### src/rtl/display_pkg.sv
// Shared seven-segment display constants: active-low segment patterns, blank code, digit count.
// Pure definitions, no logic and no latency.
// No flow control; consumed by the scan driver and any other display block.
package display_pkg;

  localparam int NUM_DIGITS = 4;
  localparam logic [3:0] CODE_BLANK = 4'hF;

  // Segment order is {g,f,e,d,c,b,a}, a 0 lights the segment.
  localparam logic [6:0] SEG_0     = 7'b1000000;
  localparam logic [6:0] SEG_1     = 7'b1111001;
  localparam logic [6:0] SEG_2     = 7'b0100100;
  localparam logic [6:0] SEG_3     = 7'b0110000;
  localparam logic [6:0] SEG_4     = 7'b0011001;
  localparam logic [6:0] SEG_5     = 7'b0010010;
  localparam logic [6:0] SEG_6     = 7'b0000010;
  localparam logic [6:0] SEG_7     = 7'b1111000;
  localparam logic [6:0] SEG_8     = 7'b0000000;
  localparam logic [6:0] SEG_9     = 7'b0010000;
  localparam logic [6:0] SEG_A     = 7'b0001000;
  localparam logic [6:0] SEG_B     = 7'b0000011;
  localparam logic [6:0] SEG_C     = 7'b1000110;
  localparam logic [6:0] SEG_D     = 7'b0100001;
  localparam logic [6:0] SEG_E     = 7'b0000110;
  localparam logic [6:0] SEG_BLANK = 7'b1111111;

  typedef enum logic {
    PH_ON  = 1'b0,
    PH_OFF = 1'b1
  } blink_phase_e;

endpackage

### src/rtl/seg_decode.sv
// 4-bit display code to active-low seven-segment pattern; code F is blank.
// Purely combinational, zero latency.
// No flow control.
module seg_decode
  import display_pkg::*;
(
  input  logic [3:0] code,
  output logic [6:0] seg
);

  // Map each code to its glyph; anything unlisted falls back to blank.
  always_comb begin
    seg = SEG_BLANK;
    case (code)
      4'h0:       seg = SEG_0;
      4'h1:       seg = SEG_1;
      4'h2:       seg = SEG_2;
      4'h3:       seg = SEG_3;
      4'h4:       seg = SEG_4;
      4'h5:       seg = SEG_5;
      4'h6:       seg = SEG_6;
      4'h7:       seg = SEG_7;
      4'h8:       seg = SEG_8;
      4'h9:       seg = SEG_9;
      4'hA:       seg = SEG_A;
      4'hB:       seg = SEG_B;
      4'hC:       seg = SEG_C;
      4'hD:       seg = SEG_D;
      4'hE:       seg = SEG_E;
      CODE_BLANK: seg = SEG_BLANK;
      default:    seg = SEG_BLANK;
    endcase
  end

endmodule

### src/rtl/seg_scan_driver.sv
// Frame-coherent 4-digit common-anode seven-segment scanner with optional whole-display blink.
// an/seg are registered: one cycle behind the digit index and shadow word; frame_done is combinational.
// No backpressure; print_word is sampled only at frame boundaries (and right after reset).
module seg_scan_driver
  import display_pkg::*;
#(
  parameter int DIV          = 100000,
  parameter int BLINK_FRAMES = 64
) (
  input  logic        clk,
  input  logic        reset,
  input  logic [15:0] print_word,
  input  logic        blink_en,
  output logic [3:0]  an,
  output logic [6:0]  seg,
  output logic        dp,
  output logic        frame_done
);

  localparam int SW = $clog2(DIV);
  localparam int DW = $clog2(NUM_DIGITS);
  localparam int BW = (BLINK_FRAMES > 1) ? $clog2(BLINK_FRAMES) : 1;
  localparam logic [SW-1:0] SLOT_LAST  = SW'(DIV - 1);
  localparam logic [DW-1:0] DIG_LAST   = DW'(NUM_DIGITS - 1);
  localparam logic [BW-1:0] BLINK_LAST = BW'(BLINK_FRAMES - 1);

  logic [SW-1:0]  slot_q, slot_d;
  logic [DW-1:0]  dig_q, dig_d;
  logic [15:0]    shadow_q, shadow_d;
  logic [BW-1:0]  blink_cnt_q, blink_cnt_d;
  blink_phase_e   phase_q, phase_d;
  logic           first_q, first_d;
  logic [3:0]     an_q, an_d;
  logic [6:0]     seg_q, seg_d;

  logic           slot_last;
  logic           frame_end;
  logic           blank;
  logic [3:0]     nib;
  logic [3:0]     code;
  logic [6:0]     dec_seg;

  // Digit nibbles are stored bit-reversed, so flip before decoding.
  assign nib  = 4'(shadow_q >> {dig_q, 2'b00});
  assign code = {nib[0], nib[1], nib[2], nib[3]};

  seg_decode u_decode (
    .code (code),
    .seg  (dec_seg)
  );

  // Next-state: scan counters, frame-boundary shadow capture, blink phase and output patterns.
  always_comb begin
    slot_d      = slot_q;
    dig_d       = dig_q;
    shadow_d    = shadow_q;
    blink_cnt_d = blink_cnt_q;
    phase_d     = phase_q;
    first_d     = 1'b0;
    an_d        = 4'b1111;
    seg_d       = SEG_BLANK;

    slot_last = (slot_q == SLOT_LAST);
    frame_end = slot_last && (dig_q == DIG_LAST);

    slot_d = slot_last ? '0 : slot_q + SW'(1);
    if (slot_last) begin
      dig_d = (dig_q == DIG_LAST) ? '0 : dig_q + DW'(1);
    end

    // Capture only between frames so a frame never mixes two words.
    if (first_q || frame_end) begin
      shadow_d = print_word;
    end

    // Blink state is parked at count 0 / ON whenever blink is disabled.
    if (!blink_en) begin
      blink_cnt_d = '0;
      phase_d     = PH_ON;
    end else if (frame_end) begin
      if (blink_cnt_q == BLINK_LAST) begin
        blink_cnt_d = '0;
        phase_d     = (phase_q == PH_ON) ? PH_OFF : PH_ON;
      end else begin
        blink_cnt_d = blink_cnt_q + BW'(1);
      end
    end

    blank = blink_en && (phase_q == PH_OFF);
    if (!blank) begin
      an_d  = ~(4'b0001 << dig_q);
      seg_d = dec_seg;
    end
  end

  // State and output registers with synchronous reset.
  always_ff @(posedge clk) begin
    if (reset) begin
      slot_q      <= '0;
      dig_q       <= '0;
      shadow_q    <= 16'hFFFF;
      blink_cnt_q <= '0;
      phase_q     <= PH_ON;
      first_q     <= 1'b1;
      an_q        <= 4'b1111;
      seg_q       <= SEG_BLANK;
    end else begin
      slot_q      <= slot_d;
      dig_q       <= dig_d;
      shadow_q    <= shadow_d;
      blink_cnt_q <= blink_cnt_d;
      phase_q     <= phase_d;
      first_q     <= first_d;
      an_q        <= an_d;
      seg_q       <= seg_d;
    end
  end

  assign an         = an_q;
  assign seg        = seg_q;
  assign dp         = 1'b1;
  assign frame_done = frame_end;

endmodule
### config.mk
export PLATFORM = sky130hd
export DESIGN_NAME = seg_scan_driver
export DESIGN_NICKNAME = d
export VERILOG_FILES = /design/src/rtl/display_pkg.sv /design/src/rtl/seg_decode.sv /design/src/rtl/seg_scan_driver.sv
export SDC_FILE = /design/constraint.sdc
export NUM_CORES = 1
export LEC_CHECK = 0
export BUFFER_PORTS_ARGS = -buffer_cell sky130_fd_sc_hd__buf_4
export CORE_MARGIN = 8
export CORE_UTILIZATION = 55
export DETAILED_ROUTE_END_ITERATION = 16
export GPL_TIMING_DRIVEN = 0
export PLACE_DENSITY_LB_ADDON = 0.3
export SYNTH_ARGS = -nofsm -noshare
export SYNTH_HDL_FRONTEND = slang
export SYNTH_HIERARCHICAL = 1
export SYNTH_SLANG_ARGS = --single-unit
### constraint.sdc
create_clock -name clk -period 3.6 [get_ports clk]
set_input_delay 0.72 -clock clk [delete_from_list [all_inputs] [get_ports clk]]
set_output_delay 0.72 -clock clk [all_outputs]
set_load 0.01 [all_outputs]
==> impl_results.md, run 1 <==
* Status: completed
* Power Dens Cells at around 410 nW/µm²
* ANT nets after route at 0
* Unrepaired setup endpoints after global routing: false
* Setup TNS at 0 ps
* Skew final at 5.64 ps
* Mean post-synth cell area at 9.24 µm²
* P_leak at roughly 1.2 nW
* Syn Inst Count at ~290
* Synth Flop Type: dfxtp_1
* Count leader, synth: dfxtp_1
* Largest net degree at the start of global routing at 17
* Area grow syn2layout at 16.4%
* DRC at 0
* Die Y-Extent at 85.4 µm
* Initial Utilization at 0.565
* Hold WC Path Type: reg -> reg
* Area leader, netlist: dfxtp_1
* Initial drt markers at between 150 and 200
* Dpl cell area at 2940 µm²
* Antenna violations before repair at 0
* Dpl hpwl at 4120 µm
* Vias in the first global route at 2030
* Clk_lat worst skew at 310 ps
* Min Tclk post-route at 2990 ps
* R2R depth at 7
* Slowest cell on crit path: or4b_1
* Register area share after synthesis at 0.408
* Crit-path max cell delay at 500 ps
* EDFF count, synth at 0
* Fin crit share at 0.830
* Worst setup path category: reg -> out
* Ranking of synthesized cells by area: dfxtp_1, o211ai_1, mux4_2
* Post-CTS setup buffer count at 0
* GRT overflow at 0
* Die ar. at 7300 µm²
* CTS Buf Count at 5
* Cts repair resizes at 0
* Vias per cell at 5.68
* Core area at 4690 µm²
* Synth Cell Area at 2650 µm²
* All-Layer GR Usage at 0.157
* Total power at 1.25 mW
* Global-route wire length before repair at approximately 9400 µm
* Final Instance Area at 3090 µm²
* WL per Instance at ~15 µm
* ANT cells at 0
* Levels on crit path at 7
* FF-to-FF setup slack at roughly 1100 ps
* Clk sink count at 54
* Bufs and invs on worst path at 3
* Pins over their slew limit at 0
* Die Width at 85.4 µm
* Asr flop ratio synth at 0
* Row count at 25
* First-pass detailed-route iteration total at 4
* Total number of vias at 2152
* Multi-input logic area at 1380 µm²
* Root buf cell: clkbuf_8
* Flops & latches, synth at 54
* IO Count at 32
* CTS tree: done
* Port-buffer cells at 30
* Final hold vios at 0
* Placer Congestion at about 0.84
* Fillers at about 400
* Setup crit end: frame_done
* Max Cap Viol at 0
* Cts hold-fix bufs at 0
* Worst VDD drop at 0.200 mV
* Nets at between 300 and 400
* Cell family with most CP delay: simple AND/OR/NAND/NOR gates
* CP endpoint kind: primary output
* Yosys warns at 6
* CP Cell Sequence: ha_1 -> nand2_1 -> or4b_1 -> buf_2 -> clkbuf_1 -> nor2_1 -> buf_4
* Worst EP required at 2880 ps
* Nature of the critical path startpoint: flip-flop
* Sequential cell area at 1080 µm²
* Crit path from: slot_q[0]$_SDFF_PP0_
* CTS H-tree depth at 2
* Top cell type's share of synthesized area at 0.408
* Final Routed Wirelength at 5550 µm
* CTS Buffer Depth at 2
* Syn_nets at 318
* Critical-path maximum fanout at 10
* Synth cell types at 42
* Critical Path AT at around 2300 ps
* R2r startpoint: dig_q[0]$_SDFFE_PP0N_
* Layout cell share with drive strength beyond 1 at 0.163
* Clock transition at the registers of the reported paths at approximately 90 ps
* Setup Viol. Count Final at 0
* Max Fclk at approximately 330 MHz
* Commonest cells in the netlist: dfxtp_1, o211ai_1, inv_1
* FF-to-FF End: seg[3]$_SDFF_PP1_
[metrics by stage]
stage               setup slack [ps]  hold slack [ps]  instances   util
floorplan                       1230              441        287      -
global placement                 968              461        371  0.627
detailed placement               983              459        371  0.627
CTS                              603              481        379  0.658
global route                     505              498        379  0.658
finish                           611              484        379  0.658
[registers in the layout, indices dropped and copies added, names as in the netlist]
name,cells
slot_q,17
shadow_q,16
seg,7
blink_cnt_q,6
an,4
dig_q,2
first_q,1
phase_q,1
[routing by layer]
layer	track usage	part of all wire	vias to the layer above
met1	0.202	0.46	984
met4	0.0478	0.012	0
li1	-	-	1102
met2	0.239	0.45	59
met5	0	0	-
met3	0.0560	0.077	7
[cells by family (layout without fill, tap and decap cells)]
| kind of cell | Yosys count | count (layout) | share of synthesized area |
|---|---|---|---|
| and+or+nand+nor | 97 | 97 | 0.199 |
| AOI/OAI and AO/OA | 54 | 54 | 0.145 |
| DFF | 54 | 54 | 0.408 |
| buffers and inverters | 45 | 83 | 0.0717 |
| xor gates and xnor gates | 14 | 14 | 0.0462 |
| adders and majority gates | 12 | 12 | 0.0566 |
| muxes | 10 | 10 | 0.0727 |
| other | 1 | 1 | 0.00141 |
[final cells by class]
| cell class | instances | share of cell area |
|---|---|---|
| Inverter | 28 | 0.0340 |
| Sequential cell | 54 | 0.350 |
| Clock buffer | 6 | 0.0268 |
| Timing Repair Buffer | 30 | 0.0730 |
| Tap cell | 54 | 0.0219 |
| Buffer | 17 | 0.0276 |
| Multi-Input combinational cell | 188 | 0.447 |
| Clock inverter | 2 | 0.0195 |
[layout by cell type (no fill, tap or decap), types with 3 or more instances in the layout]
master	n
o211ai_1	35
nor2_1	23
clkbuf_8	6
a21oi_1	8
nand2b_1	8
mux4_2	7
xnor2_1	10
dfxtp_1	54
nand4_1	9
buf_4	31
clkbuf_1	12
o31ai_1	3
nand2_1	19
inv_1	26
nor4_1	6
nand3_1	8
ha_1	12
xor2_1	4
and3_1	4
or4_1	5
[worst register-to-register path: cells and delay by family, from the launching register on]
family	cells	cell delay (ps)
AND/OR/NAND/NOR	1	150
adder cells (fa/ha/maj)	1	150
multiplexers	2	1110
buffers and inverters	3	570
flip-flops	1	370
[power by group]
part	internal, mW	switching [mW]
clock network	0.296	0.192
registers	0.621	0.0134
logic	0.0698	0.0612
[how the worst min path moves through the flow]
stage | from | end | slack, ps | depth (start not counted)
after global routing | slot_q[0]$_SDFF_PP0_ | slot_q[0]$_SDFF_PP0_ | 500 | 1
after CTS | slot_q[0]$_SDFF_PP0_ | slot_q[0]$_SDFF_PP0_ | 480 | 1
final | slot_q[0]$_SDFF_PP0_ | slot_q[0]$_SDFF_PP0_ | 480 | 1
after detailed placement | slot_q[0]$_SDFF_PP0_ | slot_q[0]$_SDFF_PP0_ | 460 | 1
after global placement | slot_q[0]$_SDFF_PP0_ | slot_q[0]$_SDFF_PP0_ | 460 | 1
after floorplan | slot_q[0]$_SDFF_PP0_ | slot_q[0]$_SDFF_PP0_ | 440 | 1
(Power assumes the default switching activity.)
==> run 2: changes to the inputs <==
--- a/config.mk
+++ b/config.mk
@@ -7,7 +7,7 @@
 export LEC_CHECK = 0
 export BUFFER_PORTS_ARGS = -buffer_cell sky130_fd_sc_hd__buf_4
 export CORE_MARGIN = 8
-export CORE_UTILIZATION = 55
+export CORE_UTILIZATION = 52
 export DETAILED_ROUTE_END_ITERATION = 16
 export GPL_TIMING_DRIVEN = 0
 export PLACE_DENSITY_LB_ADDON = 0.3
==> constraint.sdc (replaced) <==
create_clock -name clk -period 2.7 [get_ports clk]
set_input_delay 0.54 -clock clk [delete_from_list [all_inputs] [get_ports clk]]
set_output_delay 0.54 -clock clk [all_outputs]
set_load 0.01 [all_outputs]
==> run 2 against run 1 <==
Worst setup slack worse by 470 ps. Core utilization decreased by 4.3 points. Critical path depth shrank 1. Cell area fell by 0.24%. Sequential cell count unchanged. Combinational power is 33% higher. Sequential power up 33%. Worst hold slack got worse by 84 ps. First-iteration DRC count fell by 44%. Final cell count rose by 3.7%. Wire length grew 1.2%. Critical path type unchanged. Critical endpoint unchanged. Largest cell class unchanged. Largest power group unchanged. Highest routed layer unchanged.
==> impl_results.md, run 2 (same netlist as run 1, synthesis figures left out) <==
* CTS tree: done
* First-pass detailed-route iteration total at 4
* Row count at 26
* Final Instance Count excl. Fillers at 393
* Vias in the first global route at 2058
* R2r startpoint: dig_q[0]$_SDFFE_PP0N_
* P_leak at 1.18 nW
* Max Cap Viol at 0
* Critical-path maximum fanout at 15
* Final hold vios at 0
* Met3 usage at 0.0274
* Skew final at 6.73 ps
* Hold WC Path Type: in -> reg
* Global route hottest layer: met2
* Antenna violations before repair at 0
* CTS Buffer Depth at 2
* Met1 Use GR at 0.194
* Power share of the combinational group at 0.111
* Total number of vias at about 2200
* Largest register FFs at 17
* Reg with most FFs: slot_q
* Global-route wire length before repair at 9410 µm
* Placed insts at about 390
* Status: completed
* Die ar. at approximately 7600 µm²
* Core area at 5010 µm²
* Max Fclk at 391 MHz
* Dpl hpwl at 4100 µm
* Die Width at 87.4 µm
* CP endpoint kind: primary output
* Root buf cell: clkbuf_8
* WL per Instance at 14.3 µm
* Clock transition at the registers of the reported paths at 90 ps
* Vias per cell at 5.57
* Area grow syn2layout at 16.1%
* Setup TNS at 0 ps
* Die Y-Extent at 87.4 µm
* Met2 Use GR at 0.251
* Int Pwr at between 1 and 1.5 mW
* Worst VDD drop at ~0.28 mV
* Worst EP required at around 2200 ps
* Initial drt markers at 95
* Nature of the critical path startpoint: flip-flop
* Dpl cell area at 2960 µm²
* Initial Utilization at 0.529
* Unrepaired setup endpoints after global routing: false
* GRT overflow at 0
* Most frequent cells in the layout: dfxtp_1, o211ai_1, buf_4
* Post-CTS setup buffer count at 0
* Final Routed Wirelength at 5610 µm
* Clk_lat worst skew at ~300 ps
* ANT cells at 0
* DRC at 0
* ANT nets after route at 0
* P_sw at 0.349 mW
* Port-buffer cells at 30
* Min Tclk post-route at 2560 ps
* Nets at 354
* Clk sink count at 54
* Power Dens Cells at approximately 510 nW/µm²
* CTS H-tree depth at 2
* Net Sw Frac at 0.223
* Fin crit share at 0.948
* All-Layer GR Usage at 0.153
* Commonest non-fill, non-tap cell in the layout: dfxtp_1
* Hold wc startpoint: reset
* Setup Viol. Count Final at 0
* IO Count at 32
* Pins over their slew limit at 0
* Crit path from: slot_q[1]$_SDFF_PP0_
* Sequential share of power at 0.540
* Clock network fraction of total power at 0.350
* Worst setup path category: reg -> out
* Placer Congestion at 0.831
* Layout cell share with drive strength beyond 1 at 0.170
* CTS Buf Count at 5
* Largest net degree at the start of global routing at 16
* Final Instance Area at just over 3000 µm²
* Critical Path AT at 2020 ps
==> run 2: cell types whose count changed in the layout (fill, tap and decap cells not counted), sizes merged <==
cell	change
bufinv	-1
clkbuf	-1
==> run 2: path summary, 6_finish.rpt <==
kind | end | slack, ps | depth (start not counted)
max | frame_done | 140 | 6
min | first_q$_DFF_P_ | 400 | 1
max reg2reg | seg[3]$_SDFF_PP1_ | 220 | 7
min reg2reg | slot_q[0]$_SDFF_PP0_ | 470 | 1
==> run 2: area by class of cell <==
type / count / area (µm²)
tap: 70 / 87.6
timing repair buffer: 30 / 225
buffer: 16 / 81.3
inverter: 28 / 105
fill: 442 / 1930
multi-input combinational: 188 / 1390
clock inverter: 1 / 30.0
sequential: 54 / 1080
clock buffer: 6 / 82.6
==> run 2: timing repair <==
item	CTS	global route
resized for setup	2	1
setup endpoints to repair	1	1
hold buffers	0	0
==> run 2: power groups by stage <==
stage | registers [mW] | clock network (mW) | logic, mW
floorplan | 0.865 | 0 | 0.108
global placement | 0.863 | 0 | 0.170
detailed placement | 0.864 | 0 | 0.175
CTS | 0.846 | 0.560 | 0.176
global route | 0.851 | 0.585 | 0.192
finish | 0.846 | 0.548 | 0.174
==> run 2: stage by stage <==
| step | setup slack (ps) | power [mW] | utilization | hold WS, ps |
|---|---|---|---|---|
| after floorplan | 448 | 0.973 | - | 441 |
| after global placement | 247 | 1.03 | 0.592 | 470 |
| after detailed placement | 213 | 1.04 | 0.592 | 489 |
| after CTS | 84.0 | 1.58 | 0.614 | 396 |
| after global routing | 10.4 | 1.63 | 0.615 | 397 |
| final | 141 | 1.57 | 0.615 | 401 |
==> run 2: worst max-delay path, stage by stage, from the launching register on <==
cell and delay [ps]:
dfxtp_1 400, ha_2 260, nand2_1 60, or4b_1 520
buf_2 220, nor2_1 120, buf_4 130
==> run 2: metal layers <==
metal  share of wire  vias to the layer above
met1            0.47                     1035
met3           0.048                        7
met2            0.47                       48
met4           0.014                        0
met5               0                        -
li1                -                     1100
==> run 3: changes to the inputs <==
--- a/config.mk
+++ b/config.mk
@@ -7,7 +7,7 @@
 export LEC_CHECK = 0
 export BUFFER_PORTS_ARGS = -buffer_cell sky130_fd_sc_hd__buf_4
 export CORE_MARGIN = 8
-export CORE_UTILIZATION = 52
+export CORE_UTILIZATION = 55
 export DETAILED_ROUTE_END_ITERATION = 16
 export GPL_TIMING_DRIVEN = 0
 export PLACE_DENSITY_LB_ADDON = 0.3
==> constraint.sdc (replaced) <==
create_clock -name clk -period 2.74 [get_ports clk]
set_input_delay 0.548 -clock clk [delete_from_list [all_inputs] [get_ports clk]]
set_output_delay 0.548 -clock clk [all_outputs]
set_load 0.01 [all_outputs]
==> run 3 against run 2 <==
Global-route usage grew 0.46 points. Total power grew 5.3%. Wire length shrank 1.3%. Sequential cell count is the same. Die area shrank 4.5%. Clock-buffer cell count is the same. Clock power grew 18%. Non-clock buffer count is the same. Worst setup slack gained 12 ps. Sequential share of layout area shrank 0.11 points. Highest routed layer unchanged.
==> impl_results.md, run 3 (same netlist as run 1, synthesis figures left out) <==
* Slowest cell on crit path: or4b_1
* Int Pwr at 1.30 mW
* Unrepaired setup endpoints after global routing: false
* Placer Congestion at 0.838
* WL per Instance at 14.6 µm
* CTS tree: done
* Power share of the combinational group at 0.105
* Sequential share of power at 0.505
* Die ar. at around 7300 µm²
* Cell family with most CP delay: simple AND/OR/NAND/NOR gates
* ANT nets after route at 0
* P_sw at 0.354 mW
* Worst VDD drop at between 0.2 and 0.3 mV
* Max Cap Viol at 0
* Port-buffer cells at 30
* Total power at 1.65 mW
* Clk_lat worst skew at 310 ps
* Largest register FFs at 17
* Core area at 4690 µm²
* Initial Utilization at 0.565
* CTS Buffer Depth at 2
* ANT cells at 0
* CP endpoint kind: primary output
* Worst setup path category: reg -> out
* CTS H-tree depth at 2
* Power Dens Cells at 535 nW/µm²
* GRT overflow at 0
* Net Sw Frac at 0.214
* Vias in the first global route at 2030
* Bufs and invs on worst path at 2
* Final Routed Wirelength at 5540 µm
* Initial drt markers at 170
* Die Width at ~85 µm
* Reg with most FFs: slot_q
* Row count at 25
* Crit-path max cell delay at 500 ps
* Total number of vias at 2143
* Clk sink count at 54
* DRC at 0
* Antenna violations before repair at 0
* Clock network fraction of total power at 0.390
* Die Y-Extent at 85.4 µm
* P_leak at between 1 and 1.5 nW
* IO Count at 32
* Critical-path maximum fanout at 15
* CTS Buf Count at 5
* Dpl cell area at about 2900 µm²
* Global-route wire length before repair at 9430 µm
* Status: completed
* Nature of the critical path startpoint: flip-flop
* Pins over their slew limit at 0
* Critical Path AT at 2040 ps
* Dpl hpwl at 4120 µm
* Min Tclk post-route at 2590 ps
* Most frequent cells in the layout: dfxtp_1, o211ai_1, buf_4
* Pre-CTS setup slack at 266 ps
* Final hold vios at 0
* Commonest non-fill, non-tap cell in the layout: dfxtp_1
* Root buf cell: clkbuf_8
* Hold WC Path Type: in -> reg
* Area grow syn2layout at 16.4%
* Layout cell share with drive strength beyond 1 at 0.167
* CP Cell Sequence: ha_2 -> nand2_1 -> or4b_1 -> buf_2 -> nor2_1 -> buf_4
* Skew final at 7.63 ps
* First-pass detailed-route iteration total at 4
* FF-to-FF setup slack at 270 ps
* Largest net degree at the start of global routing at 17
* Post-route setup slack at 153 ps
* Setup TNS at 0 ps
* Worst EP required at 2190 ps
* Final Instance Area at 3090 µm²
* Fin crit share at 0.944
* All-Layer GR Usage at 0.157
* Fillers at 405
* Setup Viol. Count Final at 0
* Cts hold-fix bufs at 0
* Max Fclk at approximately 390 MHz
* Nets at 354
* Clock transition at the registers of the reported paths at 100 ps
* Vias per cell at 5.67
==> run 3: changes by cell type in the layout (fill, tap and decap cells not counted) <==
cell	change
bufinv_16	+1
dfxtp_2	-1
ha_1	+1
ha_2	-1
dfxtp_1	+1
==> run 3: stage by stage <==
stage / hold slack [ps] / util / instances
2_1_floorplan: 441 / - / 287
3_3_place_gp: 461 / 0.627 / 371
3_5_place_dp: 459 / 0.627 / 371
4_1_cts: 405 / 0.658 / 378
5_1_grt: 408 / 0.658 / 378
6_report: 402 / 0.658 / 378
==> run 3: final timing paths <==
| check | start | to | cells past startpoint |
|---|---|---|---|
| min | reset | first_q$_DFF_P_ | 1 |
| max | slot_q[0]$_SDFF_PP0_ | frame_done | 6 |
| max reg2reg | dig_q[0]$_SDFFE_PP0N_ | seg[3]$_SDFF_PP1_ | 7 |
| min reg2reg | slot_q[0]$_SDFF_PP0_ | slot_q[0]$_SDFF_PP0_ | 1 |
==> run 3: per-layer routing <==
metal | wire, µm | vias up | track usage
met5 | 0 | - | 0
met4 | 75 | 0 | 0.0478
met3 | 425 | 9 | 0.0560
met2 | 2440 | 56 | 0.239
met1 | 2600 | 983 | 0.202
li1 | - | 1095 | -
==> run 3: power by group through the flow <==
stage / combinational (mW) / clock, mW / sequential, mW
floorplan: 0.107 / 0 / 0.853
global placement: 0.167 / 0 / 0.850
detailed placement: 0.173 / 0 / 0.852
CTS: 0.174 / 0.651 / 0.834
global route: 0.191 / 0.676 / 0.837
finish: 0.173 / 0.645 / 0.834
==> run 3: final cells by class <==
cell class                 count  area, µm²  share of cell area
multi-input combinational    188       1380               0.448
buffer                        16       81.3              0.0264
timing repair buffer          30        225              0.0730
inverter                      28        105              0.0341
tap                           54       67.6              0.0219
sequential                    54       1080               0.350
clock buffer                   6       82.6              0.0268
clock inverter                 2       60.1              0.0195
==> run 3: what timing repair did <==
item / CTS / global route
buffers inserted: 0 / 0
resized for setup: 1 / 0
setup endpoints to repair: 1 / 0
